File: src/rtl/muldiv_pkg.sv
// Shared types for the HI/LO multiply/divide unit.
// Op codes, FSM states and the iterative step count.
package muldiv_pkg;

  typedef enum logic [2:0] {
    OP_NONE  = 3'd0,
    OP_MULT  = 3'd1,
    OP_MULTU = 3'd2,
    OP_DIV   = 3'd3,
    OP_DIVU  = 3'd4,
    OP_MTHI  = 3'd5,
    OP_MTLO  = 3'd6,
    OP_RSVD  = 3'd7
  } muldiv_op_t;

  typedef enum logic [1:0] {
    S_IDLE = 2'd0,
    S_CALC = 2'd1,
    S_FIX  = 2'd2
  } muldiv_state_t;

  localparam int MULDIV_STEPS = 32;

endpackage

File: src/rtl/e_muldiv_negate.sv
// Conditional two's-complement negate.
// Used for operand magnitudes and result sign fix-up.
module e_muldiv_negate #(
  parameter int W = 32
) (
  input  logic [W-1:0] val,
  input  logic         neg,
  output logic [W-1:0] res
);

  assign res = neg ? (~val + W'(1)) : val;

endmodule

File: src/rtl/e_muldiv.sv
// Iterative HI/LO multiply/divide unit (execute stage).
// MULDIV_FAST_MUL_EN: single-cycle native multiply for MULT/MULTU.
module e_muldiv
  import muldiv_pkg::*;
#(
  parameter int DATA_W = 32
) (
  input  logic              i_clk,
  input  logic              i_rst,
  input  logic              i_con_Start,
  input  logic [2:0]        i_con_Op,
  input  logic [DATA_W-1:0] i_data_A,
  input  logic [DATA_W-1:0] i_data_B,
  input  logic              i_con_Flush,
  output logic [DATA_W-1:0] o_data_Hi,
  output logic [DATA_W-1:0] o_data_Lo,
  output logic              o_con_Busy,
  output logic              o_con_Done
);

  localparam int CW = $clog2(MULDIV_STEPS);
  localparam int W2 = 2 * DATA_W;

  muldiv_state_t state, state_n;
  muldiv_op_t    op;

  logic              go, is_mul, is_div, sgn, dz;
  logic              last, ge;
  logic [CW-1:0]     cnt;
  logic              mul_q, neg_res, neg_rem;
  logic [DATA_W-1:0] opnd, mag_a, mag_b, quo, rem;
  logic [W2-1:0]     w, w_n, prod;
  logic [DATA_W:0]   sum, rem_sh;

  assign op     = muldiv_op_t'(i_con_Op);
  assign go     = i_con_Start & ~i_con_Flush;
  assign is_mul = (op == OP_MULT) | (op == OP_MULTU);
  assign is_div = (op == OP_DIV) | (op == OP_DIVU);
  assign sgn    = (op == OP_MULT) | (op == OP_DIV);
  assign dz     = is_div & (i_data_B == '0);

  assign o_con_Busy = (state != S_IDLE);

  // Divide by zero keeps the raw dividend so HI ends up equal to A.
  e_muldiv_negate #(.W(DATA_W)) u_neg_a (
    .val (i_data_A),
    .neg (sgn & i_data_A[DATA_W-1] & ~dz),
    .res (mag_a)
  );

  e_muldiv_negate #(.W(DATA_W)) u_neg_b (
    .val (i_data_B),
    .neg (sgn & i_data_B[DATA_W-1]),
    .res (mag_b)
  );

  e_muldiv_negate #(.W(W2)) u_neg_p (
    .val (w),
    .neg (neg_res),
    .res (prod)
  );

  e_muldiv_negate #(.W(DATA_W)) u_neg_q (
    .val (w[DATA_W-1:0]),
    .neg (neg_res),
    .res (quo)
  );

  e_muldiv_negate #(.W(DATA_W)) u_neg_r (
    .val (w[W2-1:DATA_W]),
    .neg (neg_rem),
    .res (rem)
  );

  // One radix-2 step: shift-add multiply or restoring divide.
  always_comb begin
    sum    = {1'b0, w[W2-1:DATA_W]}
           + {1'b0, opnd & {DATA_W{w[0]}}};
    rem_sh = w[W2-1:DATA_W-1];
    ge     = (rem_sh >= {1'b0, opnd});
    last   = (cnt == CW'(MULDIV_STEPS - 1));
    if (mul_q) begin
      w_n = {sum, w[DATA_W-1:1]};
    end else begin
      w_n = {ge ? (rem_sh[DATA_W-1:0] - opnd)
                : rem_sh[DATA_W-1:0],
             w[DATA_W-2:0], ge};
    end
`ifdef MULDIV_FAST_MUL_EN
    if (mul_q) begin
      w_n  = {{DATA_W{1'b0}}, opnd}
           * {{DATA_W{1'b0}}, w[DATA_W-1:0]};
      last = 1'b1;
    end
`endif
  end

  // State register.
  always_ff @(posedge i_clk or posedge i_rst) begin
    if (i_rst) state <= S_IDLE;
    else       state <= state_n;
  end

  // Next state; flush aborts any in-flight op.
  always_comb begin
    state_n = state;
    unique case (state)
      S_IDLE: if (go & (is_mul | is_div)) state_n = S_CALC;
      S_CALC: begin
        if (i_con_Flush) state_n = S_IDLE;
        else if (last)   state_n = S_FIX;
      end
      S_FIX:   state_n = S_IDLE;
      default: state_n = S_IDLE;
    endcase
  end

  // Operand latch, iteration and HI/LO commit.
  always_ff @(posedge i_clk or posedge i_rst) begin
    if (i_rst) begin
      o_data_Hi  <= '0;
      o_data_Lo  <= '0;
      o_con_Done <= 1'b0;
      cnt        <= '0;
      w          <= '0;
      opnd       <= '0;
      mul_q      <= 1'b0;
      neg_res    <= 1'b0;
      neg_rem    <= 1'b0;
    end else begin
      o_con_Done <= 1'b0;
      unique case (state)
        S_IDLE: begin
          if (go & (op == OP_MTHI)) o_data_Hi <= i_data_A;
          if (go & (op == OP_MTLO)) o_data_Lo <= i_data_A;
          if (go & (is_mul | is_div)) begin
            mul_q   <= is_mul;
            opnd    <= is_mul ? mag_a : mag_b;
            w       <= {{DATA_W{1'b0}}, is_mul ? mag_b : mag_a};
            cnt     <= '0;
            neg_res <= sgn & ~dz
                     & (i_data_A[DATA_W-1] ^ i_data_B[DATA_W-1]);
            neg_rem <= sgn & ~dz & is_div & i_data_A[DATA_W-1];
          end
        end
        S_CALC: begin
          if (!i_con_Flush) begin
            w   <= w_n;
            cnt <= cnt + CW'(1);
          end
        end
        S_FIX: begin
          if (!i_con_Flush) begin
            o_con_Done <= 1'b1;
            if (mul_q) begin
              {o_data_Hi, o_data_Lo} <= prod;
            end else begin
              o_data_Hi <= rem;
              o_data_Lo <= quo;
            end
          end
        end
        default: ;
      endcase
    end
  end

endmodule

File: config.mk
export PLATFORM = sky130hd
export DESIGN_NAME = e_muldiv
export DESIGN_NICKNAME = d
export VERILOG_FILES = /design/src/rtl/muldiv_pkg.sv /design/src/rtl/e_muldiv_negate.sv /design/src/rtl/e_muldiv.sv
export SDC_FILE = /design/constraint.sdc
export NUM_CORES = 1
export LEC_CHECK = 0
export ABC_AREA = 1
export BUFFER_PORTS_ARGS = -buffer_cell sky130_fd_sc_hd__buf_2
export CELL_PAD_IN_SITES_DETAIL_PLACEMENT = 0
export CELL_PAD_IN_SITES_GLOBAL_PLACEMENT = 2
export CORE_MARGIN = 2
export CORE_UTILIZATION = 33
export CTS_CLUSTER_DIAMETER = 120
export CTS_CLUSTER_SIZE = 28
export DETAILED_ROUTE_END_ITERATION = 16
export PLACE_DENSITY_LB_ADDON = 0.1
export SETUP_SLACK_MARGIN = 0.05
export SYNTH_ARGS = -nofsm -noshare
export SYNTH_HDL_FRONTEND = slang
export SYNTH_HIERARCHICAL = 1
export SYNTH_SLANG_ARGS = --single-unit
File: constraint.sdc
create_clock -name i_clk -period 6.21 [get_ports i_clk]
set_clock_uncertainty 0.1 [all_clocks]
set_input_delay 0.9315 -clock i_clk [delete_from_list [all_inputs] [get_ports i_clk]]
set_output_delay 0.9315 -clock i_clk [all_outputs]
set_load 0.02 [all_outputs]
# Word-level counts from Yosys, hierarchy flattened
# Index checks and enable logic that the tools add are counted.
[word_totals]
register_bits = 171
inputBits = 71
word_cells = 98
[classes]
addsub = 8
n_lt_le_gt_ge = 1
n_eq_ne = 15
muxes = 29
bitwise = 25
reduce_logical = 10
[ops]
columns = ["op", "n"]
rows = [
  ["$mux 32", 13],
  ["$mux 64", 4],
  ["$add 32x1->32 const B", 4],
  ["$not 32->32", 4],
  ["$pmux 32 s2", 2],
  ["$pmux 64 s2", 1],
  ["$add 64x1->64 const B", 1],
  ["$not 64->64", 1],
  ["$add 32x32->33", 1],
  ["$ge 33x32->1", 1],
  ["$and 32x32->32", 1],
  ["$logic_not 32->1", 1],
  ["$sub 32x32->32", 1],
  ["$and 1x1->1", 12],
  ["$mux 5", 2],
  ["$ne 2x2->1 const B", 5],
  ["$pmux 5 s2", 1],
  ["$eq 3x3->1 const B", 3],
  ["$reduce_and 3->1", 3],
  ["$eq 3x2->1 const B", 2],
  ["$mux 2", 3],
  ["$reduce_bool 2->1", 3],
  ["$add 5x1->5 const B", 1],
  ["$eq 5x5->1 const B", 1],
  ["11 further kinds", 17],
]

# Logic depth before layout (Yosys ltp)
# Gate-level depths: netlist of the first run.
[logic_depth]
depth_word = 9
ltp_mapped = 20
ltp_nobuf = 18

# Modules after synthesis
# The synthesis of the first run kept the hierarchy.
[modules_own_cells]
columns = ["mod", "n_inst", "cells_each", "area_per_inst_um2", "seq_area_each_um2"]
rows = [
  ["e_muldiv", 1, 2441, 15120.8, 4279.1],
  ["e_muldiv_negate at u_neg_a ...", 4, 227, 1108.6, 0.0],
  ["e_muldiv_negate at u_neg_p", 1, 498, 2466.1, 0.0],
]

# Least setup slack after synthesis of the first run
# OpenSTA, ideal clock, no wires.
[synth_timing]
path_type = "input to register"
from = "input port i_con_Op[2]"
to = "register w[10]"
arrival_time_ns = 2.597
required_time_ns = 6.027
setup_slack_ns = 3.431
cell_stages = 15
cell_sequence = "clkinv_1 nand3_1 nand2_1 nand3b_1 o21ai_0 nor2_1 buf_4 inv_6 nor2_2 nor2_8 xnor2_1 nor2_1 o21ai_0 nand2_1 o21ai_0"
[synth_between]
elab_chain_cells = 9
elab_cells_between_ends = 21
cone_classes = "5 x eq/ne; 5 x mux; 10 x bitwise; 1 x reduce/logical"
[synth_lines]
columns = ["element", "line", "text"]
rows = [
  ["start: declaration", "e_muldiv.sv:11", "input logic [2:0] i_con_Op,"],
  ["$eq 3x2->1 / $eq 3x3->1 (equally long branches)", "e_muldiv.sv:38, e_muldiv.sv:39", ""],
  ["$or 1x1->1", "e_muldiv.sv:38", "assign is_div = (op == OP_DIV) | (op == OP_DIVU);"],
  ["$and 1x1->1", "e_muldiv.sv:40", "assign dz = is_div & (i_data_B == '0);"],
  ["$not 1->1", "e_muldiv.sv:47", ".neg (sgn & i_data_A[DATA_W-1] & ~dz),"],
  ["$and 1x1->1 *", "e_muldiv.sv:47", ""],
  ["$mux 32 *", "e_muldiv_negate.sv:11", "assign res = neg ? (~val + W'(1)) : val;"],
  ["net mag_a[10]", "e_muldiv.sv:31", "logic [DATA_W-1:0] opnd, mag_a, mag_b, quo, rem;"],
  ["$mux 32 *", "e_muldiv.sv:139", "w <= {{DATA_W{1'b0}}, is_mul ? mag_b : mag_a};"],
  ["$mux 64 *", "e_muldiv.sv:136", "if (go & (is_mul | is_div)) begin"],
  ["$pmux 64 s2 *", "e_muldiv.sv:132", "unique case (state)"],
  ["end signal: assignment", "e_muldiv.sv:139", ""],
  ["end signal: assignment", "e_muldiv.sv:148", "w <= w_n;"],
  ["end: declaration", "e_muldiv.sv:32", "logic [W2-1:0] w, w_n, prod;"],
]
# The timed path passes the listed nets; every way through them passes the cells marked *. The select of a mux whose other input is x is not followed.
# A chain may end at the register's enable or synchronous reset.

# Worst setup path in the final report of the first run
[layout_timing]
from = "register w[51]"
to = "register w[42]"
[layout_between]
elab_chain_cells = 5
[layout_lines]
columns = ["element", "line", "text"]
rows = [
  ["$ge 33x32->1", "e_muldiv.sv:80", "ge = (rem_sh >= {1'b0, opnd});"],
  ["$mux 32", "e_muldiv.sv:85", "w_n = {ge ? (rem_sh[DATA_W-1:0] - opnd)"],
  ["$mux 64", "e_muldiv.sv:82", "if (mul_q) begin"],
  ["$mux 64", "e_muldiv.sv:147", "if (!i_con_Flush) begin"],
  ["$pmux 64 s2", "e_muldiv.sv:132", ""],
]
# No other way between the ends. The select of a mux whose other input is x is not followed.

==> results.md, run 1 <==
- Avg Synthesized Cell Area: 5.72 um2
- P&R area growth vs syn: 8.93%
- Yosys Warn Count: 6
- GRT Total Usage: 30.6%
- Pins over their slew limit: 0
- CTS H-Tree Depth: 4
- Num CTS Buffers: 17
- Clk sinks: 171
- Final Hold Viols: 0
- Final setup fails: 0
- VDD IR max: 247 uV
- DP HPWL: 83300 um
- Vias in the first global route: 23600
- Maximum fanout along the worst path: 18
- Cts repair resizes: 0
- PwrDens: 451 nW/um2
- Setup bufs post-CTS: 0
- Synth Flop Type: dfrtp_1
- Unrepaired setup endpoints after global routing: no
- Post-synth EDFFs: 0
- Routed len/inst: 22.3 um
- Seq/Total Area, Yosys: 19.4%
- Root buffer cell: clkbuf_16
- Yosys reg bits: 171
- CTS tree: yes
- Post-route cell area: 24000 um2
- Data arrival, critical path: 3.92 ns
- Met1 usage: 42.6%
- Max_cap viols: 0
- Fin crit share: 58.5%
- Status: finished clean
- Hold Buf Count CTS: 0
- Die width: 262 um
- F_max: 275 MHz
- Worst Path Required: 6.49 ns
- Startpoint types: flop
- Post-Place Worst Slack: 2.33 ns
- Post-Route Setup TNS: 0 ns
- Drt first-iter violations: 2232
- Die H: 262 um
- Routed vias: 24800
- Largest net degree at the start of global routing: 129
- RePlAce Congestion: 0.935
- Post-Place Cells: 4749
- Cell area after placement: 23400 um2
- # port buffers: 136
- Drt total wl: 107000 um
- DR DRC count: 0
- Core area: 65900 um2
- Post-synthesis cell count: 3847
- DIE AREA: 68800 um2
- Antenna Nets Post-Route: 0
- Async set or reset register ratio after synthesis: 100%
- Met2 GRT Util: 48.7%
- Met3 Usage GRT: 4.08%
- Busiest layer in global routing: met2
- Initial DRT Pass Iterations: 6
- Clk_lat worst skew: 0.50 ns
- Leak Pwr: 12.3 nW
- CTS Buffer Depth: 2
- Routed vias/inst: 5.18
- Rel. slew slack: 33.3%
- Post-layout total power: 10.8 mW
- First-pass GRT wire length: 158000 um
- Initial antenna violation count: 5
- CP Capture Type: flop
- Finished Layout Cells: 4782
- Crit path time final: 3.63 ns
- GRT Residual Overflow: 0
- Hold Crit Class: in2async
- Io pins: 137
- Hold slack: 0.360 ns
- Netlist cell types: 51
- Netlist area before placement: 22000 um2
- Final Util: 36.4%
- Share of layout cells above drive strength 1: 10.5%
- Clock slew at reported path FFs: 0.08 ns
- Std cell rows: 94
- Crit Path Class: reg2reg
- Net Count, Synth: 3991
- Net count reported at finish: 4048
- Starting Density: 33.4%
- Min setup slack post-route: 2.58 ns
- Least-Margin Pin Slew: 1.00 ns
-- sequential cells by signal, indices dropped and copies added (netlist names) --
signal	count
cnt	5
mul_q	1
neg_rem	1
neg_res	1
o_con_Done	1
o_data_Hi	32
o_data_Lo	32
opnd	32
state	2
w	64
-- critical path, stage by stage, from the launching register on --
cell      delay (ns)
dfrtp_1         0.86
ha_1            0.47
nand2_1         0.17
nor2_1          0.11
nand2_1         0.09
inv_1           0.07
nand3_1         0.14
nand2_2         0.08
nor2_4          0.45
nand2_4         0.30
nor2_8          0.37
nand2_1         0.09
nand3b_1        0.13
nand2_1         0.07
-- layout by cell type, fill, tap and decap left out, types with 3 or more instances in the layout --
cell type	netlist	routed
nor3_1	11	11
nor2_8	8	8
clkbuf_16	0	17
nand4_1	61	61
nor4_1	3	3
nor2_2	49	51
o21a_1	65	65
inv_1	486	485
o21ai_1	18	18
nand2_2	32	35
nor2_4	35	36
o21bai_1	6	6
o21ai_0	252	252
clkinv_4	0	3
a21oi_2	27	27
nor2_1	609	606
nand3_1	204	204
nand2_1	1223	1220
a22o_1	3	3
o31ai_1	32	32
nand2_4	10	10
inv_6	4	7
nand3_4	3	3
and2_1	4	4
clkinv_2	0	3
dfrtp_1	171	168
nand3_2	3	3
xor2_1	41	41
buf_4	13	24
a21oi_1	144	144
buf_2	33	136
o21ai_4	6	6
a21o_1	4	4
xnor2_1	64	64
a31oi_1	4	4
inv_2	16	15
o21ai_2	9	9
ha_1	71	71
nand3b_1	30	30
-- cell usage after synthesis, types with 3 or more instances --
| library cell | count | area (um2) |
|---|---|---|
| a21o_1 | 4 | 30.0 |
| a21oi_1 | 144 | 721 |
| a21oi_2 | 27 | 236 |
| a22o_1 | 3 | 26.3 |
| a31oi_1 | 4 | 25.0 |
| and2_1 | 4 | 25.0 |
| buf_1 | 11 | 41.3 |
| buf_2 | 33 | 165 |
| buf_4 | 13 | 97.6 |
| buf_6 | 7 | 78.8 |
| clkbuf_1 | 59 | 221 |
| dfrtp_1 | 171 | 4280 |
| ha_1 | 71 | 888 |
| inv_1 | 486 | 1820 |
| inv_2 | 16 | 60.1 |
| inv_6 | 4 | 35.0 |
| nand2_1 | 1223 | 4590 |
| nand2_2 | 32 | 200 |
| nand2_4 | 10 | 113 |
| nand3_1 | 204 | 1020 |
| nand3_2 | 3 | 30.0 |
| nand3_4 | 3 | 52.6 |
| nand3b_1 | 30 | 225 |
| nand4_1 | 61 | 382 |
| nor2_1 | 609 | 2290 |
| nor2_2 | 49 | 307 |
| nor2_4 | 35 | 394 |
| nor2_8 | 8 | 160 |
| nor3_1 | 11 | 55.1 |
| nor4_1 | 3 | 18.8 |
| o21a_1 | 65 | 488 |
| o21ai_0 | 252 | 1260 |
| o21ai_1 | 18 | 90.1 |
| o21ai_2 | 9 | 78.8 |
| o21ai_4 | 6 | 97.6 |
| o21bai_1 | 6 | 45.0 |
| o31ai_1 | 32 | 240 |
| xnor2_1 | 64 | 561 |
| xor2_1 | 41 | 359 |
-- logic make-up after synthesis --
kind of cell | synth area share, %
compound gates | 15.7
xor+xnor | 4.25
fa+ha+maj | 4.22
buf+inv | 11.5
flops | 19.4
mux | 0.0455
simple gates | 44.9
-- path summary, 6_finish.rpt --
kind                          startpoint             to  slack, ns  cells after the start
setup / recovery                   w[51]          w[42]       2.58                     13
hold reg to reg            o_data_Lo[30]  o_data_Lo[30]       0.42                      2
max in group asynchronous          i_rst  o_data_Hi[11]       4.45                      3
min in group i_clk         o_data_Lo[30]  o_data_Lo[30]       0.42                      2
hold / removal                     i_rst        opnd[5]       0.36                      2
setup reg to reg                   w[51]          w[42]       2.58                     13
-- area by class of cell --
| type | count | area (um2) |
|---|---|---|
| Clock inverter | 12 | 115 |
| Inverter | 507 | 1930 |
| Tap cell | 864 | 1080 |
| Multi-Input combinational cell | 3046 | 15200 |
| Antenna cell | 1 | 2.50 |
| Clock buffer | 20 | 457 |
| Timing Repair Buffer | 161 | 881 |
| Fill cell | 7722 | 41900 |
| Sequential cell | 171 | 4290 |
-- layer usage --
metal | wire length (um) | vias up
met2 | 47600 | 802
met3 | 6300 | 140
li1 | - | 12300
met5 | 27 | -
met4 | 3300 | 4
met1 | 49400 | 11600
-- report_power, final --
| part | switching [mW] | leakage [nW] | internal [mW] |
|---|---|---|---|
| Sequential | 1.17 | 2.07 | 1.44 |
| Clock | 0.564 | 0.279 | 0.578 |
| Combinational | 4.84 | 9.99 | 2.24 |
Power figures use the tool's default switching activity.
==> run 2: changes to the inputs <==
==> constraint.sdc (replaced) <==
create_clock -name i_clk -period 3.8 [get_ports i_clk]
set_clock_uncertainty 0.1 [all_clocks]
set_input_delay 0.57 -clock i_clk [delete_from_list [all_inputs] [get_ports i_clk]]
set_output_delay 0.57 -clock i_clk [all_outputs]
set_load 0.02 [all_outputs]
==> run 2 against run 1 <==
  * Total power grew 67%
  * Critical path depth grew 4
  * Final cell count grew 1.2%
  * Combinational power grew 81%
  * Via count grew 1.2%
  * Critical path type unchanged
  * Highest routed layer is now met4
==> results.md, run 2 (same netlist as run 1, synthesis figures left out) <==
- Status: finished clean
- Least-Margin Pin Slew: 1.04 ns
- PwrDens: 739 nW/um2
- Unrepaired setup endpoints after global routing: no
- CP Capture Type: flop
- Combinational power share: 70.7%
- Largest net degree at the start of global routing: 102
- CTS H-Tree Depth: 4
- GRT Residual Overflow: 0
- # port buffers: 136
- DP HPWL: 86600 um
- Register bank with the most flops: w
- Crit path time final: 3.17 ns
- Startpoint types: flop
- Vias in the first global route: 23800
- Fill cells: 7725
- Commonest cells after routing, fill and taps aside: nand2_1, nor2_1, inv_1
- Internal power: 7.18 mW
- Post-layout total power: 18.0 mW
- DIE AREA: 68800 um2
- CTS tree: yes
- Rel. slew slack: 30.7%
- Pins over their slew limit: 0
- Root buffer cell: clkbuf_16
- Leak Pwr: 12.6 nW
- Die H: 262 um
- Clock slew at reported path FFs: 0.08 ns
- Hold Buf Count CTS: 1
- GRT Total Usage: 31.4%
- Post-route cell area: 24400 um2
- Most common cell after layout, fill and taps aside: nand2_1
- Core area: 65900 um2
- Post-Route Setup TNS: 0 ns
- Switching Share: 60.2%
- P&R area growth vs syn: 10.9%
- Antenna Cells: 0
- Maximum fanout along the worst path: 7
- F_max: 315 MHz
- Register area: 4280 um2
- CTS Buffer Depth: 2
- Cell area after placement: 23900 um2
- DR DRC count: 0
- Io pins: 137
- Max_cap viols: 0
- Fin crit share: 83.4%
- Clk_lat worst skew: 0.51 ns
- Net count reported at finish: 4107
- Routed vias: 25100
- Final Hold Viols: 0
- Drt total wl: 110000 um
- Clk sinks: 171
- Multi-input gate area: 15200 um2
- Final setup fails: 0
- Data arrival, critical path: 3.48 ns
- Initial antenna violation count: 3
- Setup bufs post-CTS: 0
- Max FFs per register: 64
- Drt first-iter violations: 2495
- Antenna Nets Post-Route: 0
- Worst Path Required: 4.11 ns
- First-pass GRT wire length: 161000 um
- Sw Pwr: 10.9 mW
- Cts repair resizes: 0
- Die width: 262 um
- Routed len/inst: 22.7 um
- RePlAce Congestion: 0.976
- Hold slack: 0.290 ns
- Part of the power in registers: 19.2%
- Crit Path Class: reg2reg
- Initial DRT Pass Iterations: 7
- Clock power share: 10.1%
- Share of layout cells above drive strength 1: 11.8%
- Starting Density: 33.4%
- Min setup slack post-route: 0.630 ns
- Num CTS Buffers: 17
- Post-Place Worst Slack: 0.561 ns
- Routed vias/inst: 5.18
- Std cell rows: 94
- VDD IR max: 534 uV
- Hold Crit Class: in2reg
- R2r setup slk: 0.63 ns
## run 2: changes by cell type in the layout (fill, tap and decap cells not counted), sizes merged
| cell | previous run | this run |
|---|---|---|
| inv | 509 | 508 |
| dlygate4sd3 | 0 | 1 |
| diode | 1 | 0 |
| clkbuf | 20 | 17 |
| buf | 161 | 219 |
| clkinv | 7 | 5 |
| clkinvlp | 2 | 6 |
## run 2: final cells by class
class | count | area share (%)
Timing Repair Buffer | 220 | 5.48
Sequential cell | 171 | 17.5
Inverter | 507 | 7.90
Multi-Input combinational cell | 3046 | 62.4
Tap cell | 864 | 4.43
Clock buffer | 17 | 1.74
Clock inverter | 13 | 0.497
## run 2: worst paths after layout
path / endpoint / startpoint / cells past startpoint
hold reg to reg: cnt[4] / cnt[4] / 1
setup reg to reg: w[62] / w[31] / 17
setup / recovery: w[62] / w[31] / 17
hold / removal: o_con_Done / i_con_Flush / 2
max in group asynchronous: o_data_Hi[13] / i_rst / 4
min in group asynchronous: w[26] / i_rst / 3
## run 2: power by group through the flow
stage / Sequential [mW] / Clock, mW / Combinational [mW]
floorplan: 3.37 / 0 / 8.03
global placement: 3.46 / 0 / 12.6
detailed placement: 3.45 / 0 / 12.5
CTS: 3.42 / 1.86 / 12.6
global route: 3.48 / 1.91 / 14.1
finish: 3.46 / 1.82 / 12.8
## run 2: through the flow
stage / util [%] / cells
detailed placement: 36.2 / 4807
floorplan: - / 3847
finish: 37.1 / 4838
CTS: 37.1 / 4838
global route: 37.1 / 4838
global placement: 36.2 / 4807
## run 2: worst max-delay path, stage by stage, from the launching register on
cell	delay (ns)
dfrtp_1	0.62
inv_1	0.21
ha_1	0.23
inv_1	0.14
fa_1	0.24
nand3_1	0.09
nand2_1	0.21
nand2_1	0.09
nand2_1	0.23
nand2_1	0.09
nand2_1	0.19
nand2_1	0.12
nand2_1	0.07
nand2_1	0.04
nand2_1	0.06
nand3_1	0.13
nand3_1	0.16
nand2_1	0.06
## run 2: layer usage
layer / global-route usage [%] / part of all wire, % / wire, um
met5: 0 / 0 / 0
met3: 4.46 / 6.6 / 7200
met4: 8.91 / 2.7 / 2990
met2: 49.6 / 44 / 48600
met1: 44.5 / 46 / 51000
==> run 3: changes to the inputs <==
==> constraint.sdc (replaced) <==
create_clock -name i_clk -period 3.27 [get_ports i_clk]
set_clock_uncertainty 0.1 [all_clocks]
set_input_delay 0.4905 -clock i_clk [delete_from_list [all_inputs] [get_ports i_clk]]
set_output_delay 0.4905 -clock i_clk [all_outputs]
set_load 0.02 [all_outputs]
==> run 3 against run 2 <==
  * Combinational power rose by 22%
  * Via count is 0.92% higher
  * Clock-buffer cell count unchanged
  * Maximum frequency increased by 5.7%
  * Critical path depth is 6 lower
  * Global-route usage shrank 0.13 points
  * Non-clock buffer count rose by 48
  * Routed wire length grew 0.21%
  * Critical endpoint is now w[38]
  * Largest cell class unchanged
  * Highest routed layer unchanged
==> results.md, run 3 (same netlist as run 1, synthesis figures left out) <==
- Routed vias/inst: 5.18
- Multi-input gate area: 15200 um2
- Data arrival, critical path: 3.34 ns
- P&R area growth vs syn: 13.6%
- Critical-path top delay cell: o21ai_0
- GRT Residual Overflow: 0
- Commonest cells after routing, fill and taps aside: nand2_1, nor2_1, inv_1
- # port buffers: 136
- Least-Margin Pin Slew: 0.821 ns
- Core area: 65900 um2
- Crit path time final: 3.00 ns
- DIE AREA: 68800 um2
- F_max: 334 MHz
- Initial antenna violation count: 6
- Rel. slew slack: 45.2%
- Unrepaired setup endpoints after global routing: no
- Crit path largest cell delay: 0.64 ns
- Hold_sp: i_con_Flush
- GRT Total Usage: 31.3%
- Max FFs per register: 64
- Drt first-iter violations: 2651
- PwrDens: 869 nW/um2
- Final Util: 38.0%
- Die H: 262 um
- Drt total wl: 110000 um
- Worst Path Required: 3.61 ns
- Leak Pwr: 12.9 nW
- Critical path origin: w[0]
- RePlAce Congestion: 0.992
- Starting Density: 33.4%
- Max_cap viols: 0
- Crit Path Class: reg2reg
- Pins over their slew limit: 0
- Antenna Nets Post-Route: 0
- Num CTS Buffers: 17
- Final Hold Viols: 0
- Clk_lat worst skew: 0.51 ns
- First-pass GRT wire length: 161000 um
- Vias in the first global route: 24100
- CTS Buffer Depth: 2
- DR DRC count: 0
- Register bank with the most flops: w
- Clk sinks: 171
- Worst-path cell chain: nand2_1 -> inv_1 -> ha_1 -> nand2_1 -> nand3_1 -> nand2_1 -> nand3_1 -> o21ai_0 -> nand2_1 -> nand3b_1 -> nand2_1
- Register area: 4280 um2
- Routed vias: 25300
- DP HPWL: 88000 um
- Maximum fanout along the worst path: 9
- Share of layout cells above drive strength 1: 12.9%
- Fin crit share: 91.7%
- Post-Route Setup TNS: 0 ns
- Reg2Reg Launch Point: w[0]
- CP Capture Type: flop
- Clock slew at reported path FFs: 0.09 ns
- Net count reported at finish: 4155
- Largest net degree at the start of global routing: 90
- Final setup fails: 0
- Routed len/inst: 22.5 um
- Die width: 262 um
- Status: finished clean
- Hold Crit Class: in2reg
- Io pins: 137
- Fill cells: 7571
- Initial DRT Pass Iterations: 6
- Root buffer cell: clkbuf_16
- Cell mode on critical path: nand2_1
- Most common cell after layout, fill and taps aside: nand2_1
- CTS tree: yes
- CTS H-Tree Depth: 4
- VDD IR max: 494 uV
- Std cell rows: 94
- Startpoint types: flop
## run 3: cell count changes in the layout (fill, tap and decap cells not counted), moves of 2 or more
cell	previous run	this run
buf_4	81	116
buf_12	2	15
inv_8	0	5
clkinvlp_4	6	2
clkinv_8	0	3
clkinv_2	2	0
## run 3: area by class of cell
class | instances | share of cell area [%]
clock buffer | 17 | 1.70
sequential | 171 | 17.1
tap | 864 | 4.32
antenna | 1 | 0.0100
clock inverter | 15 | 0.775
multi-input combinational | 3046 | 60.9
inverter | 507 | 7.71
timing repair buffer | 268 | 7.44
## run 3: final timing paths
path                               to  slack, ns  depth (start not counted)
setup / recovery                w[38]       0.27                         11
hold / removal             o_con_Done       0.10                          2
setup reg to reg                w[38]       0.27                         11
hold reg to reg                cnt[0]       0.41                          1
max in group asynchronous       w[37]       1.60                          5
min in group asynchronous     neg_res       0.52                          3
## run 3: what timing repair did
item / in CTS / in global routing
gates resized for setup: 0 / 1
hold endpoints to repair: 17 / 0
setup buffers: 0 / 0
setup endpoints to repair: 0 / 1
hold buffers: 1 / 0
## run 3: power breakdown
| part | internal, mW | leakage (nW) | switching [mW] | total (mW) |
|---|---|---|---|---|
| registers | 2.75 | 2.07 | 1.15 | 3.90 |
| clock network | 1.11 | 0.299 | 1.16 | 2.27 |
| logic | 4.90 | 10.6 | 10.7 | 15.6 |
| total | 8.76 | 12.9 | 13.0 | 21.7 |
## run 3: layer usage
metal	up-vias	wire length [um]	track usage, %
li1	12400	-	-
met2	867	48900	49.9
met5	-	0	0
met4	0	3300	9.23
met1	11900	49700	43.3
met3	137	8050	5.15
## run 3: stage by stage
step / worst slack [ns] / power (mW) / area, um2 / hold WS (ns) / instances
floorplan: 0.497 / 13.3 / 22000 / 0.373 / 3847
global placement: 0.296 / 19.2 / 24400 / 0.394 / 4855
detailed placement: 0.318 / 19.1 / 24400 / 0.395 / 4855
CTS: 0.295 / 21.5 / 25000 / 0.0818 / 4888
global route: 0.0680 / 23.4 / 25000 / 0.126 / 4888
finish: 0.272 / 21.7 / 25000 / 0.103 / 4889
## run 3: critical path: cells and delay by family, from the launching register on
family / cells / cell delay [ns]
flops: 1 / 0.56
fa+ha+maj: 1 / 0.32
compound gates: 1 / 0.64
buf+inv: 1 / 0.16
simple gates: 8 / 1.16
